===== src/rtl/kt_pkg.sv =====
// Kitchen timer front-panel defaults: button count, debounce and auto-repeat timing,
// and the channel index assigned to each physical button.
package kt_pkg;

    localparam int KT_N_BTN      = 4;
    localparam int KT_DB_CNT_W   = 16;
    localparam int KT_RPT_DELAY  = 2**24;
    localparam int KT_RPT_PERIOD = 2**22;
    localparam int KT_RPT_W      = 25;

    localparam int BTN_START = 0;
    localparam int BTN_MIN   = 1;
    localparam int BTN_SEC   = 2;
    localparam int BTN_MODE  = 3;

endpackage


===== src/rtl/pb_channel.sv =====
// One pushbutton channel: 2-FF synchroniser, mismatch-window debouncer, hold-to-repeat
// timer and a wrapping 8-bit press counter.
module pb_channel
    import kt_pkg::*;
#(
    parameter int CNT_W         = KT_DB_CNT_W,
    parameter int ACTIVE_LOW    = 1,
    parameter int REPEAT_DELAY  = KT_RPT_DELAY,
    parameter int REPEAT_PERIOD = KT_RPT_PERIOD,
    parameter int RPT_W         = KT_RPT_W
) (
    input  logic       clk,
    input  logic       rst,
    input  logic       pb_raw,
    input  logic       clr_cnt,
    output logic       pb_state,
    output logic       pb_down,
    output logic       pb_up,
    output logic       pb_repeat,
    output logic [7:0] press_cnt
);

    localparam logic             RELEASED_LVL = (ACTIVE_LOW != 0);
    localparam logic [CNT_W-1:0] DB_ONE       = 1;
    localparam logic [RPT_W-1:0] RPT_ONE      = 1;
    localparam logic [RPT_W-1:0] DELAY_V      = RPT_W'(REPEAT_DELAY);
    localparam logic [RPT_W-1:0] PERIOD_V     = RPT_W'(REPEAT_PERIOD);

    logic             sync1, sync2;
    logic             s;
    logic [CNT_W-1:0] db_cnt;
    logic [RPT_W-1:0] rpt_tmr;
    logic [RPT_W-1:0] rpt_target;
    logic             rpt_armed;
    logic             mismatch;
    logic             flip;
    logic             rpt_hit;

    assign s = (ACTIVE_LOW != 0) ? ~sync2 : sync2;

    // A release that qualifies this cycle suppresses any repeat that would also land here.
    always_comb begin
        mismatch   = (s != pb_state);
        flip       = mismatch && (&db_cnt);
        rpt_target = rpt_armed ? PERIOD_V : DELAY_V;
        rpt_hit    = 1'b0;
        if ((REPEAT_DELAY != 0) && pb_state && !flip)
            rpt_hit = ((rpt_tmr + RPT_ONE) == rpt_target);
    end

    always_ff @(posedge clk) begin
        if (rst) begin
            sync1     <= RELEASED_LVL;
            sync2     <= RELEASED_LVL;
            db_cnt    <= '0;
            pb_state  <= 1'b0;
            pb_down   <= 1'b0;
            pb_up     <= 1'b0;
            pb_repeat <= 1'b0;
            rpt_tmr   <= '0;
            rpt_armed <= 1'b0;
            press_cnt <= 8'd0;
        end else begin
            sync1 <= pb_raw;
            sync2 <= sync1;

            db_cnt <= (mismatch && !flip) ? (db_cnt + DB_ONE) : '0;
            if (flip)
                pb_state <= ~pb_state;

            pb_down   <= flip && !pb_state;
            pb_up     <= flip && pb_state;
            pb_repeat <= rpt_hit;

            // Timer restarts from zero on every press; first target is the delay, then the period.
            if (!pb_state || flip || (REPEAT_DELAY == 0)) begin
                rpt_tmr   <= '0;
                rpt_armed <= 1'b0;
            end else if (rpt_hit) begin
                rpt_tmr   <= '0;
                rpt_armed <= 1'b1;
            end else begin
                rpt_tmr <= rpt_tmr + RPT_ONE;
            end

            // Counter moves on the same edge that registers the pulse; a clear on that edge wins.
            if (clr_cnt)
                press_cnt <= 8'd0;
            else if ((flip && !pb_state) || rpt_hit)
                press_cnt <= press_cnt + 8'd1;
        end
    end

endmodule


===== src/rtl/multi_pb_debouncer.sv =====
// N-channel pushbutton conditioner for the kitchen timer panel; one independent
// pb_channel per button, the top only slices the buses.
module multi_pb_debouncer
    import kt_pkg::*;
#(
    parameter int N_CH          = KT_N_BTN,
    parameter int CNT_W         = KT_DB_CNT_W,
    parameter int ACTIVE_LOW    = 1,
    parameter int REPEAT_DELAY  = KT_RPT_DELAY,
    parameter int REPEAT_PERIOD = KT_RPT_PERIOD,
    parameter int RPT_W         = KT_RPT_W
) (
    input  logic              clk,
    input  logic              rst,
    input  logic [N_CH-1:0]   pb_raw,
    input  logic [N_CH-1:0]   clr_cnt,
    output logic [N_CH-1:0]   pb_state,
    output logic [N_CH-1:0]   pb_down,
    output logic [N_CH-1:0]   pb_up,
    output logic [N_CH-1:0]   pb_repeat,
    output logic [8*N_CH-1:0] press_cnt
);

    for (genvar i = 0; i < N_CH; i++) begin : g_ch
        pb_channel #(
            .CNT_W         (CNT_W),
            .ACTIVE_LOW    (ACTIVE_LOW),
            .REPEAT_DELAY  (REPEAT_DELAY),
            .REPEAT_PERIOD (REPEAT_PERIOD),
            .RPT_W         (RPT_W)
        ) u_ch (
            .clk       (clk),
            .rst       (rst),
            .pb_raw    (pb_raw[i]),
            .clr_cnt   (clr_cnt[i]),
            .pb_state  (pb_state[i]),
            .pb_down   (pb_down[i]),
            .pb_up     (pb_up[i]),
            .pb_repeat (pb_repeat[i]),
            .press_cnt (press_cnt[8*i +: 8])
        );
    end

endmodule


===== config.mk =====
export PLATFORM = sky130hd
export DESIGN_NAME = multi_pb_debouncer
export DESIGN_NICKNAME = d
export VERILOG_FILES = /design/src/rtl/kt_pkg.sv /design/src/rtl/pb_channel.sv /design/src/rtl/multi_pb_debouncer.sv
export SDC_FILE = /design/constraint.sdc
export NUM_CORES = 1
export LEC_CHECK = 0
export ABC_CLOCK_PERIOD_IN_PS = 4190
export BUFFER_PORTS_ARGS = -buffer_cell sky130_fd_sc_hd__clkbuf_2
export CAP_MARGIN = 30
export CORE_UTILIZATION = 62
export CTS_CLUSTER_SIZE = 16
export DETAILED_ROUTE_END_ITERATION = 10
export HOLD_SLACK_MARGIN = 0.03
export PLACE_DENSITY = 0.93
export SLEW_MARGIN = 20
export SYNTH_ARGS = -nofsm -noshare
export SYNTH_HDL_FRONTEND = slang
export SYNTH_HIERARCHICAL = 1
export SYNTH_SLANG_ARGS = --single-unit

===== constraint.sdc =====
create_clock -name clk -period 4.19 [get_ports clk]
set_clock_uncertainty 0.1 [all_clocks]
set_input_delay 0.419 -clock clk [delete_from_list [all_inputs] [get_ports clk]]
set_output_delay 0.419 -clock clk [all_outputs]
set_load 0.05 [all_outputs]

==> metrics.log <==
[metrics] multi-input gate area in the final layout: 6480 um2
[metrics] clock period minus worst slack: 3.55 ns
[metrics] Lkg Pwr: 4.28 nW
[metrics] maximum resistive drop on vdd: 0.000359 V
[metrics] buffers from clock root to sink, at most: 3
[metrics] unrepaired setup endpoints after global routing: false
[metrics] EDFF count, synth: 0
[metrics] placeable core region: 18000 um2
[metrics] Iter 0 DRT Violations: 870
[metrics] number of gates resized after cts: 0
[metrics] aggregate global routing overflow: 0
[metrics] I/O pins: 58
[metrics] initial antenna violation count: 0
[metrics] DRC violations left: 0
[metrics] Area after DPL: 11700 um2
[metrics] number of unique standard cell types used by synthesis: 53
[metrics] fraction of synthesis flops using an asynchronous set or reset pin: 0%
[metrics] GRT Util Overall: 26.0%
[metrics] first-pass GRT wire length: 40700 um
[metrics] portion of the clock cycle consumed by the worst path in the final layout: 84.8%
[metrics] status: completed
[metrics] routed length per instance: 15.5 um
[metrics] number of maximum-capacitance violations: 0
[metrics] mean cell area of the mapped netlist: 8.63 um2
[metrics] number of flip-flops under the largest register name: 100
[metrics] clock-pin transition on the worst setup and hold timing paths: 0.06 ns
[metrics] Gate Count Post-Synth: 1324
[metrics] most used flip-flop cell after synthesis: sky130_fd_sc_hd__dfxtp_1
[metrics] worst-skew pair later-pin latency: 0.51 ns
[metrics] summed instance area of the synthesized netlist: 11400 um2
[metrics] type of element launching the critical path: flop
[metrics] Post-Route Setup TNS: 0 ns
[metrics] Port Buf Inserts: 57
[metrics] number of routed nets with antenna violations: 0
[metrics] P per Cell Area: 348 nW/um2
[metrics] CTS Hold Buffers Added: 2
[metrics] Post-DP HPWL: 16100 um
[metrics] CTS tree: done
[metrics] CTS buffer count: 24
[metrics] number of post-CTS setup repair buffers: 0
[metrics] pin count of the biggest net entering global routing: 25
[metrics] total clock sinks: 224
[metrics] area of all placed cells without fillers: 12500 um2
[metrics] cell breakdown of the critical path: ha_1 -> nand4_4 -> nor4_4 -> nand4_1 -> a221o_1 -> a2111oi_4 -> a31oi_2 -> or4_1 -> a21oi_1
[metrics] standard cell with the maximum stage delay on the critical path: sky130_fd_sc_hd__or4_1
[metrics] path category of the worst min-delay check: input pin to flop
[metrics] Ys Warns: 6
[metrics] number of endpoints failing setup at the final stage: 0
[metrics] Starting Density: 63.4%
[metrics] die footprint: 19000 um2
[metrics] register bank with the most flops: g_ch.u_ch/rpt_tmr
[metrics] Relative slew margins: 45.7%
[metrics] final count of pins violating max slew: 0
[metrics] Max stage delay on crit path: 0.57 ns
[metrics] maximum fanout encountered on the critical timing path: 16
[metrics] Filler cells: 1301
[metrics] total area of sequential cells: 4480 um2
[metrics] vias in the first global route: 8804
[metrics] total count of hold-check failures in the final report: 0
[metrics] timing-limited maximum frequency: 281 MHz
[metrics] share of final-layout standard cells stronger than drive strength 1: 12.2%
[metrics] H-tree level count: 1
[metrics] Die Y: 138 um
[metrics] Antenna diodes: 0
[metrics] clock tree root buffer cell: sky130_fd_sc_hd__clkbuf_16
[metrics] overall routed net length: 24500 um
[metrics] count of TritonRoute iterations in the first routing pass: 6
[metrics] synth-to-layout area growth: 9.46%
[metrics] number of buffer and inverter stages on the critical path: 0
[metrics] critical path type: flop to flop
[metrics] required time of the critical path: 4.52 ns
[metrics] vias post-DR: 9568
[metrics] last weighted congestion value of the routability-driven placer: 0.916
[metrics] horizontal extent of the die: 138 um
[metrics] Arr. time, crit path: 3.89 ns
[metrics] Avg Vias per Cell: 6.03
[metrics] synthesis-stage register bit count: 224
[metrics] total number of nets in the final design: 1367
[metrics] final core utilization: 69.4%
[metrics] portion of the post-synthesis area used by sequential elements: 39.2%
[metrics] biggest registers after layout: g_ch.u_ch/rpt_tmr (100), g_ch.u_ch/db_cnt (64), g_ch.u_ch/press_cnt (32)
[metrics] kind of end point of the critical path: flop
[metrics] kind of cell adding the most delay to the critical path: simple AND/OR/NAND/NOR gates
[metrics] transition at the pin with the smallest max-transition slack: 0.815 ns
[metrics] worst hold margin: 0.0512 ns
[metrics] number of rows in the core area: 49
[metrics] net count after synthesis: 1350
[worst paths after layout]
path,from,endpoint,slack [ns],cells past startpoint
min,pb_raw[3],g_ch[3].u_ch/sync1$_SDFF_PP1_,0.05,2
max reg2reg,g_ch[2].u_ch/rpt_tmr[0]$_SDFF_PP0_,g_ch[2].u_ch/press_cnt[4]$_SDFFE_PP0P_,0.64,9
min reg2reg,g_ch[2].u_ch/sync1$_SDFF_PP1_,g_ch[2].u_ch/sync2$_SDFF_PP1_,0.32,1
max,g_ch[2].u_ch/rpt_tmr[0]$_SDFF_PP0_,g_ch[2].u_ch/press_cnt[4]$_SDFFE_PP0P_,0.64,9
[cells by family after synthesis]
logic type               Yosys count  synth area share [%]
buffers and inverters            100                  4.12
multiplexers                       4                 0.350
AO/OA/AOI/OAI                    160                  10.2
AND/OR/NAND/NOR                  648                  31.1
XOR/XNOR                         172                  13.2
adder cells (fa/ha/maj)           16                  1.75
flip-flops                       224                  39.2
[stage by stage]
| stage | cells | worst slack, ns | power, W |
|---|---|---|---|
| 6_report | 1586 | 0.637 | 0.00435 |
| 5_1_grt | 1586 | 0.490 | 0.00449 |
| 4_1_cts | 1586 | 0.732 | 0.00439 |
| 3_5_place_dp | 1542 | 0.780 | 0.00221 |
| 3_3_place_gp | 1542 | 0.985 | 0.00221 |
| 2_1_floorplan | 1324 | 1.25 | 0.00220 |
[cell type report]
class                   instances  share of cell area [%]
well taps                     229                    2.29
multi-input cells            1000                    51.8
repair buffers                 63                    2.68
inverters                      28                   0.840
clock buffers                  36                    5.73
flip-flops and latches        224                    35.8
clock inverters                 6                   0.860
[layer usage]
layer	GRT usage (%)	share of wire [%]	vias up
li1	-	-	4667
met1	33.0	43	4596
met2	43.9	49	242
met3	4.05	4.8	63
met4	10.3	2.8	0
met5	0	0	-
[worst reg2reg max path, delay by kind of cell, from the launching register on]
family                     cells  cell delay (ns)
and+or+nand+nor                4             1.47
AOI/OAI and AO/OA              4             1.16
DFF                            1             0.40
adders and majority gates      1             0.36
[cell usage in the layout (no fill, tap or decap), types with 5 or more instances in the layout]
| master | synthesis | routed |
|---|---|---|
| sky130_fd_sc_hd__a21oi_1 | 52 | 52 |
| sky130_fd_sc_hd__a41oi_1 | 8 | 8 |
| sky130_fd_sc_hd__and2_1 | 12 | 12 |
| sky130_fd_sc_hd__and3_1 | 40 | 40 |
| sky130_fd_sc_hd__and4_1 | 12 | 12 |
| sky130_fd_sc_hd__clkbuf_1 | 20 | 6 |
| sky130_fd_sc_hd__clkbuf_16 | 0 | 25 |
| sky130_fd_sc_hd__clkbuf_2 | 4 | 57 |
| sky130_fd_sc_hd__clkbuf_8 | 0 | 5 |
| sky130_fd_sc_hd__dfxtp_1 | 224 | 224 |
| sky130_fd_sc_hd__ha_1 | 16 | 16 |
| sky130_fd_sc_hd__inv_1 | 28 | 28 |
| sky130_fd_sc_hd__nand2_1 | 100 | 100 |
| sky130_fd_sc_hd__nand2b_1 | 12 | 12 |
| sky130_fd_sc_hd__nand3_1 | 88 | 88 |
| sky130_fd_sc_hd__nand3b_1 | 8 | 8 |
| sky130_fd_sc_hd__nand4_1 | 24 | 24 |
| sky130_fd_sc_hd__nand4_4 | 8 | 8 |
| sky130_fd_sc_hd__nor2_1 | 188 | 188 |
| sky130_fd_sc_hd__nor3_1 | 44 | 44 |
| sky130_fd_sc_hd__nor4_1 | 12 | 12 |
| sky130_fd_sc_hd__nor4b_1 | 8 | 8 |
| sky130_fd_sc_hd__o21ai_0 | 24 | 24 |
| sky130_fd_sc_hd__o31ai_1 | 24 | 24 |
| sky130_fd_sc_hd__or2_2 | 20 | 20 |
| sky130_fd_sc_hd__or3_1 | 12 | 12 |
| sky130_fd_sc_hd__or4_1 | 28 | 28 |
| sky130_fd_sc_hd__xnor2_1 | 92 | 92 |
| sky130_fd_sc_hd__xor2_1 | 80 | 80 |
[cells in the mapped netlist, types with 8 or more instances]
| cell type | instances | area [um2] |
|---|---|---|
| sky130_fd_sc_hd__nor3_1 | 44 | 220 |
| sky130_fd_sc_hd__inv_1 | 28 | 105 |
| sky130_fd_sc_hd__nor2_1 | 188 | 706 |
| sky130_fd_sc_hd__and3_1 | 40 | 250 |
| sky130_fd_sc_hd__buf_2 | 36 | 180 |
| sky130_fd_sc_hd__o31ai_1 | 24 | 180 |
| sky130_fd_sc_hd__nand4_1 | 24 | 150 |
| sky130_fd_sc_hd__dfxtp_1 | 224 | 4480 |
| sky130_fd_sc_hd__clkbuf_1 | 20 | 75.1 |
| sky130_fd_sc_hd__nand2_1 | 100 | 375 |
| sky130_fd_sc_hd__ha_1 | 16 | 200 |
| sky130_fd_sc_hd__nor4b_1 | 8 | 70.1 |
| sky130_fd_sc_hd__or4_1 | 28 | 210 |
| sky130_fd_sc_hd__o21ai_0 | 24 | 120 |
| sky130_fd_sc_hd__a41oi_1 | 8 | 70.1 |
| sky130_fd_sc_hd__and2_1 | 12 | 75.1 |
| sky130_fd_sc_hd__xnor2_1 | 92 | 806 |
| sky130_fd_sc_hd__and4_1 | 12 | 105 |
| sky130_fd_sc_hd__a21oi_1 | 52 | 260 |
| sky130_fd_sc_hd__xor2_1 | 80 | 701 |
| sky130_fd_sc_hd__or3_1 | 12 | 75.1 |
| sky130_fd_sc_hd__nand4_4 | 8 | 170 |
| sky130_fd_sc_hd__nand2b_1 | 12 | 75.1 |
| sky130_fd_sc_hd__nand3_1 | 88 | 440 |
| sky130_fd_sc_hd__nand3b_1 | 8 | 60.1 |
| sky130_fd_sc_hd__or2_2 | 20 | 125 |
| sky130_fd_sc_hd__nor4_1 | 12 | 75.1 |
[power by group]
| part | internal, W | leakage [nW] | switching [W] | total, W |
|---|---|---|---|---|
| Clock | 0.00136 | 0.401 | 0.000828 | 0.00219 |
| Combinational | 0.0000116 | 2.08 | 0.0000178 | 0.0000294 |
| Sequential | 0.00213 | 1.81 | 0.00000327 | 0.00214 |
Power figures use the tool's default switching activity.
